$ cat src/rtl/vector_compare_exec.sv
// vector_compare_exec: two-stage, multi-lane compare/subtract unit with valid/ready handshakes on both sides.
// Define STICKY_MISMATCH_EN to build the sticky vector-mismatch flag; otherwise mismatch_sticky is tied low.
module vector_compare_exec #(
  parameter int WIDTH = 8,
  parameter int LANES = 4
) (
  input  logic                   clk,
  input  logic                   rst,
  input  logic                   in_valid,
  output logic                   in_ready,
  input  logic [1:0]             mode,
  input  logic [LANES*WIDTH-1:0] op_a,
  input  logic [LANES*WIDTH-1:0] op_b,
  output logic                   out_valid,
  input  logic                   out_ready,
  output logic [LANES*WIDTH-1:0] result,
  output logic [LANES-1:0]       lane_zero,
  output logic [LANES-1:0]       lane_borrow,
  output logic [LANES-1:0]       lane_neg,
  output logic [LANES-1:0]       lane_ovf,
  output logic                   all_zero,
  output logic                   any_zero,
  input  logic                   sticky_clr,
  output logic                   mismatch_sticky
);
  localparam int VW = LANES * WIDTH;

  logic             s1_valid_r;
  logic [VW-1:0]    s1_a_r;
  logic [VW-1:0]    s1_b_r;
  logic [1:0]       s1_mode_r;
  logic             s1_load_s;
  logic             s2_load_s;
  logic             pop_s;
  logic [VW-1:0]    res_s;
  logic [LANES-1:0] zero_s;
  logic [LANES-1:0] borrow_s;
  logic [LANES-1:0] neg_s;
  logic [LANES-1:0] ovf_s;
  logic [WIDTH-1:0] a_s;
  logic [WIDTH-1:0] b_s;
  logic [WIDTH-1:0] d_s;
  logic [WIDTH-1:0] r_s;
  logic [WIDTH:0]   ext_s;

  // S1 can take a beat whenever it is empty or its contents move into S2 on this edge
  assign in_ready  = !s1_valid_r || !out_valid || out_ready;
  assign s1_load_s = in_valid && in_ready;
  assign s2_load_s = s1_valid_r && (!out_valid || out_ready);
  assign pop_s     = out_valid && out_ready;

  // Stage 1: operand and mode capture
  always_ff @(posedge clk) begin
    if (rst) begin
      s1_valid_r <= 1'b0;
      s1_a_r     <= '0;
      s1_b_r     <= '0;
      s1_mode_r  <= 2'd0;
    end else if (s1_load_s) begin
      s1_valid_r <= 1'b1;
      s1_a_r     <= op_a;
      s1_b_r     <= op_b;
      s1_mode_r  <= mode;
    end else if (s2_load_s) begin
      s1_valid_r <= 1'b0;
    end
  end

  // Per-lane subtract with a widened borrow bit, flags, and the mode-selected lane result
  always_comb begin
    res_s    = '0;
    zero_s   = '0;
    borrow_s = '0;
    neg_s    = '0;
    ovf_s    = '0;
    a_s      = '0;
    b_s      = '0;
    d_s      = '0;
    r_s      = '0;
    ext_s    = '0;
    for (int i = 0; i < LANES; i++) begin
      a_s         = s1_a_r[i*WIDTH +: WIDTH];
      b_s         = s1_b_r[i*WIDTH +: WIDTH];
      ext_s       = {1'b0, a_s} - {1'b0, b_s};
      d_s         = ext_s[WIDTH-1:0];
      borrow_s[i] = ext_s[WIDTH];
      neg_s[i]    = d_s[WIDTH-1];
      ovf_s[i]    = (a_s[WIDTH-1] != b_s[WIDTH-1]) && (d_s[WIDTH-1] != a_s[WIDTH-1]);
      zero_s[i]   = (d_s == '0);
      case (s1_mode_r)
        2'd0:    r_s = d_s;
        2'd1:    r_s = {{(WIDTH-1){1'b0}}, ext_s[WIDTH]};
        2'd2:    r_s = {{(WIDTH-1){1'b0}}, d_s[WIDTH-1] ^ ovf_s[i]};
        2'd3:    r_s = ext_s[WIDTH] ? (b_s - a_s) : d_s;
        default: r_s = d_s;
      endcase
      res_s[i*WIDTH +: WIDTH] = r_s;
    end
  end

  // Stage 2: registered result and flags; holds steady while the consumer stalls
  always_ff @(posedge clk) begin
    if (rst) begin
      out_valid   <= 1'b0;
      result      <= '0;
      lane_zero   <= '0;
      lane_borrow <= '0;
      lane_neg    <= '0;
      lane_ovf    <= '0;
      all_zero    <= 1'b0;
      any_zero    <= 1'b0;
    end else if (s2_load_s) begin
      out_valid   <= 1'b1;
      result      <= res_s;
      lane_zero   <= zero_s;
      lane_borrow <= borrow_s;
      lane_neg    <= neg_s;
      lane_ovf    <= ovf_s;
      all_zero    <= &zero_s;
      any_zero    <= |zero_s;
    end else if (pop_s) begin
      out_valid   <= 1'b0;
    end
  end

`ifdef STICKY_MISMATCH_EN
  logic sticky_r;

  // Sticky mismatch: a departing unequal beat sets it, and setting beats a coincident clear
  always_ff @(posedge clk) begin
    if (rst) begin
      sticky_r <= 1'b0;
    end else if (pop_s && !all_zero) begin
      sticky_r <= 1'b1;
    end else if (sticky_clr) begin
      sticky_r <= 1'b0;
    end
  end

  assign mismatch_sticky = sticky_r;
`else
  logic sticky_unused_s;

  assign sticky_unused_s = sticky_clr;
  assign mismatch_sticky = 1'b0;
`endif

endmodule

$ cat config.mk
export PLATFORM = sky130hd
export DESIGN_NAME = vector_compare_exec
export DESIGN_NICKNAME = d
export VERILOG_FILES = /design/src/rtl/vector_compare_exec.sv
export SDC_FILE = /design/constraint.sdc
export NUM_CORES = 1
export LEC_CHECK = 0
export ABC_AREA = 1
export BUFFER_PORTS_ARGS = -buffer_cell sky130_fd_sc_hd__buf_2
export CAP_MARGIN = 40
export CORE_ASPECT_RATIO = 1.4
export CORE_MARGIN = 1
export CORE_UTILIZATION = 55
export CTS_BUF_LIST = sky130_fd_sc_hd__clkbuf_4 sky130_fd_sc_hd__clkbuf_8 sky130_fd_sc_hd__clkbuf_16
export CTS_CLUSTER_DIAMETER = 150
export CTS_CLUSTER_SIZE = 28
export DETAILED_ROUTE_END_ITERATION = 7
export PLACE_DENSITY_LB_ADDON = 0.05
export RECOVER_POWER = 50
export SYNTH_ARGS = -nofsm -noshare
export SYNTH_HDL_FRONTEND = slang
export SYNTH_SLANG_ARGS = --single-unit
export TNS_END_PERCENT = 5
$ cat constraint.sdc
create_clock -name clk -period 3.4 [get_ports clk]
set_input_delay 0.68 -clock clk [delete_from_list [all_inputs] [get_ports clk]]
set_output_delay 0.68 -clock clk [all_outputs]
set_load 0.01 [all_outputs]
# Word-level counts from Yosys, hierarchy flattened
# Cells that the tools add are included.
totals:
  elab_cells: 68
  out_inout_bits: 53
  reg_bits: 118
op_classes:
  reduce_logical: 21
  muxes: 12
  bitwise: 4
  add_sub_neg: 8
  n_eq_ne: 11
ops:
  columns: ["op", "n"]
  rows:
  - ["$pmux 8 s4", 4]
  - ["$sub 8x8->9", 4]
  - ["$logic_not 8->1", 4]
  - ["$mux 8", 4]
  - ["$sub 8x8->8", 4]
  - ["$ne 1x1->1", 8]
  - ["$logic_and 1x1->1", 7]
  - ["$eq 2x2->1 const B", 2]
  - ["$mux 1", 4]
  - ["$reduce_and 4->1", 1]
  - ["$reduce_bool 2->1", 2]
  - ["$reduce_or 4->1", 1]
  - ["$xor 1x1->1", 4]
  - ["$logic_or 1x1->1", 3]
  - ["$eq 2x1->1 const B", 1]
  - ["$logic_not 1->1", 2]
  - ["$logic_not 2->1", 1]

# Logic depth before layout (Yosys ltp)
depth:
  depth_word: 5
  mapped_depth: 19
  depth_no_buf: 18

# Least setup slack after synthesis
# OpenSTA, ideal clock, no wires.
synth_path:
  path_type: "register to register"
  start: "register s1_a_r[2]"
  end: "register all_zero"
  arrival_time_ns: 2.506
  required_time_ns: 3.333
  path_stages_with_launch: 20
  slack_ns: 0.826
  path_buffers: 1
  synth_period_minus_slack_ns: 2.574
  path_cell_list: "dfxtp_1 -> inv_1 -> ha_1 -> buf_4 -> nand2_1 -> nor2_1 -> nand2_1 -> nand3_2 -> nand2_2 -> nand2_1 -> a21oi_1 -> fa_1 -> nand3b_1 -> nor2_1 -> nand3_2 -> nor2_4 -> nand3_4 -> nor2_2 -> nand3_1 -> a21oi_2"
synth_between:
  elab_chain_len: 3
synth_rtl:
  columns: ["item", "line_no", "text"]
  rows:
  - ["start: declaration", "29", "logic [VW-1:0] s1_a_r;"]
  - ["start signal: assignment", "61", "s1_a_r <= op_a;"]
  - ["$sub 8x8->9", "84", "ext_s = {1'b0, a_s} - {1'b0, b_s};"]
  - ["$logic_not 8->1", "89", "zero_s[i] = (d_s == '0);"]
  - ["$reduce_and 4->1", "119", "all_zero <= &zero_s;"]
  - ["end signal: assignment", "119", null]
  - ["end: declaration", "21", "output logic all_zero,"]
# Every way passes these cells.
# A chain may end at the register's enable or synchronous reset.

# Worst setup path in the final report
layout_path:
  start: "register s1_a_r[10]"
  end: "register any_zero"
layout_between:
  elab_chain_len: 3
layout_rtl:
  columns: ["item", "line_no", "text"]
  rows:
  - ["$sub 8x8->9", "84", null]
  - ["$logic_not 8->1", "89", null]
  - ["$reduce_or 4->1", "120", "any_zero <= |zero_s;"]
  - ["end signal: assignment", "120", null]
  - ["end: declaration", "22", "output logic any_zero,"]
# Every way passes these cells.

==> metrics.txt <==
Core Region 13500 um^2; CP Cell Sequence inv_1 > ha_1 > nand2_1 > nand2_1 > inv_1 > nand2_1 > a221oi_1 > fa_1 > nand3_1 > nor2_1 > nand3_1 > nor2_1 > nand3_1 > nand2_1 > nor2_1 > a21oi_1; WL/cell 14.1 um; Setup Viol. Count Final 0; post-route ant nets 0; Post-CTS Hold Buffers 0; status finished clean; vias post-DR 7355; Worst EP arrival 3250 ps; vias in the first global route 6945; diode count 0; Seq/Total Area, Yosys 30.6%; share of layout cells above drive strength 1 14.0%; FMAX 0.337 GHz; Mapped Area 7720 um^2; crit-path leading delay family adder cells; CTS tree yes; fin crit share 87.3%; CP Capture Type register; top post-synthesis cells by area dfxtp_1 31%, ha_1 10%, a21oi_1 9.6%; Crit path required time 3690 ps; filler cell count 1311; Clock Sinks 118; Synth top area share 30.6%; Post-synth ARST share 0%; post-layout min period 2970 ps; Mapped Avg Cell Area 7.13 um^2; HPWL after DPL 14200 um; final hold vios 0; Initial Util 57.1%; Final WS setup 431 ps; Residual DRC 0; most area-hungry cell type in the Yosys netlist dfxtp_1; nets 1326; PostCTS Resize Cnt 0; IR drop worst, VDD 0.329 mV; max_cap viols 0; Layout area overhead 15.5%; hold_sp lane_neg[3]; Routed WL 19400 um; Worst-Skew Late Latency 420 ps; post-synthesis cell type count 44; first-pass GRT wire length 32000 um; # rows 50; I/O pins 124; post-route cell area 8910 um^2; Sum Neg Setup Slack 0 ps; RR Startpoint s1_a_r[10]; die height 142 um; P per Cell Area 533 nW/um^2; Critical path buffers and inverters 2; initial antenna violation count 0; WHS 467 ps; Leakage Power 4.17 nW; Min-Delay Path Class reg -> reg; Clock Tree Root clkbuf_16; largest net degree at the start of global routing 74; worst-path fanout max 10; crit path kind reg -> reg; Port Buffers 121; TritonRoute pass-1 iters 5; Power Total 4.75 mW; post-CTS setup buffer count 0; maximum root-to-sink buffer count 2; DP Worst Slack 490 ps; relative slew slack 45.6%; top_reg_cell synth dfxtp_1; Fin Clk Skew 6.55 ps; cells after synthesis 1083; Critical Path Max Stage Delay 550 ps; die area 14500 um^2; Crit. Startpoint s1_a_r[10]; RSZ-0062 raised after global routing no; CTS clk-pin slew, worst paths 50 ps; slowest CP cell fa_1; Via density 5.36; die width 102 um; Yosys warning count 0; H-tree Lvls 4; Yosys reg bits 118; Critical Path Start Type register; Placement Cell Area 8380 um^2; Mapped Nets 1230; placer congestion estimate 0.874; gr usage total 28.3%; Initial DRC Count 313; total gr overflow 0; EDFF count, synth 0; total CTS buffers 17; Slew @ Worst Pin 815 ps; CP most frequent cell nand2_1; Max Transition Viols Final 0
==> report_power, final <==
part	total [mW]	leakage [nW]	switching [mW]	internal (mW)
registers	1.56	0.977	0.0710	1.49
logic	1.38	2.90	0.898	0.481
clock network	1.81	0.299	0.606	1.20
total	4.75	4.17	1.57	3.18
==> cells in the mapped netlist (9+ instances only) <==
library cell and number:
nand2_1 165, a21oi_1 148, inv_1 147, o21ai_0 130, dfxtp_1 118, nand3_1 76, ha_1 64, nor2_1 43
clkbuf_1 30, a31oi_1 15, xor2_1 14, inv_2 13, buf_2 12, fa_1 12, nand2_2 12, nand3_2 9
o211ai_1 9
==> cell families (layout without fill, tap and decap cells) <==
logic type      after synthesis  in the layout  share of synthesized area [%]
simple gates                330            330                           19.7
compound gates              329            329                           23.2
buf+inv                     214            320                           11.2
flops                       118            118                           30.6
fa+ha+maj                    76             76                           13.5
xor+xnor                     15             15                           1.70
other cells                   1              1                         0.0486
==> stage by stage <==
step,instances,util [%]
floorplan,1083,-
global placement,1342,62.0
detailed placement,1342,62.0
CTS,1371,66.4
global route,1371,66.0
finish,1371,66.0
==> metal layers <==
metal	global-route usage, %	part of all wire, %	vias to the layer above
met5	0	0	-
li1	-	-	3761
met1	33.2	42	3366
met3	4.62	4.4	35
met2	50.1	51	193
met4	11.9	2.5	0
==> layout by cell type, fill, tap and decap left out, types with 9 or more instances in the layout <==
| master | instances |
|---|---|
| nand3_2 | 9 |
| nand3_1 | 76 |
| ha_1 | 64 |
| a21oi_1 | 148 |
| a31oi_1 | 15 |
| clkbuf_1 | 52 |
| inv_1 | 147 |
| nor2_1 | 43 |
| o211ai_1 | 9 |
| clkbuf_16 | 17 |
| fa_1 | 12 |
| nand2_2 | 12 |
| inv_2 | 12 |
| buf_2 | 69 |
| dfxtp_1 | 118 |
| nand2_1 | 165 |
| o21ai_0 | 130 |
| xor2_1 | 14 |
==> area by class of cell <==
| class | instances | area [um^2] | area share (%) |
|---|---|---|---|
| clock buffer | 26 | 531 | 5.95 |
| tap | 182 | 228 | 2.55 |
| inverter | 162 | 612 | 6.86 |
| sequential | 118 | 2360 | 26.5 |
| multi-input combinational | 751 | 4490 | 50.4 |
| clock inverter | 3 | 65.1 | 0.730 |
| timing repair buffer | 129 | 626 | 7.02 |
==> path summary, 6_finish.rpt <==
path | endpoint | slack, ps | cells past startpoint
max | any_zero | 430 | 16
min | lane_neg[3] | 470 | 2
max reg2reg | any_zero | 430 | 16
min reg2reg | lane_neg[3] | 470 | 2
==> state kept, by name, summed over array words and instances (netlist names), 2 cells and up <==
signal,cells
lane_ovf,4
lane_zero,4
lane_neg,4
s1_mode_r,2
s1_a_r,32
lane_borrow,4
result,32
s1_b_r,32
==> tightest hold or removal path, stage by stage, from the launching register on <==
cell	delay, ps
dfxtp_1	310
nand2_1	60
a21oi_1	50
Power figures use the tool's default switching activity.
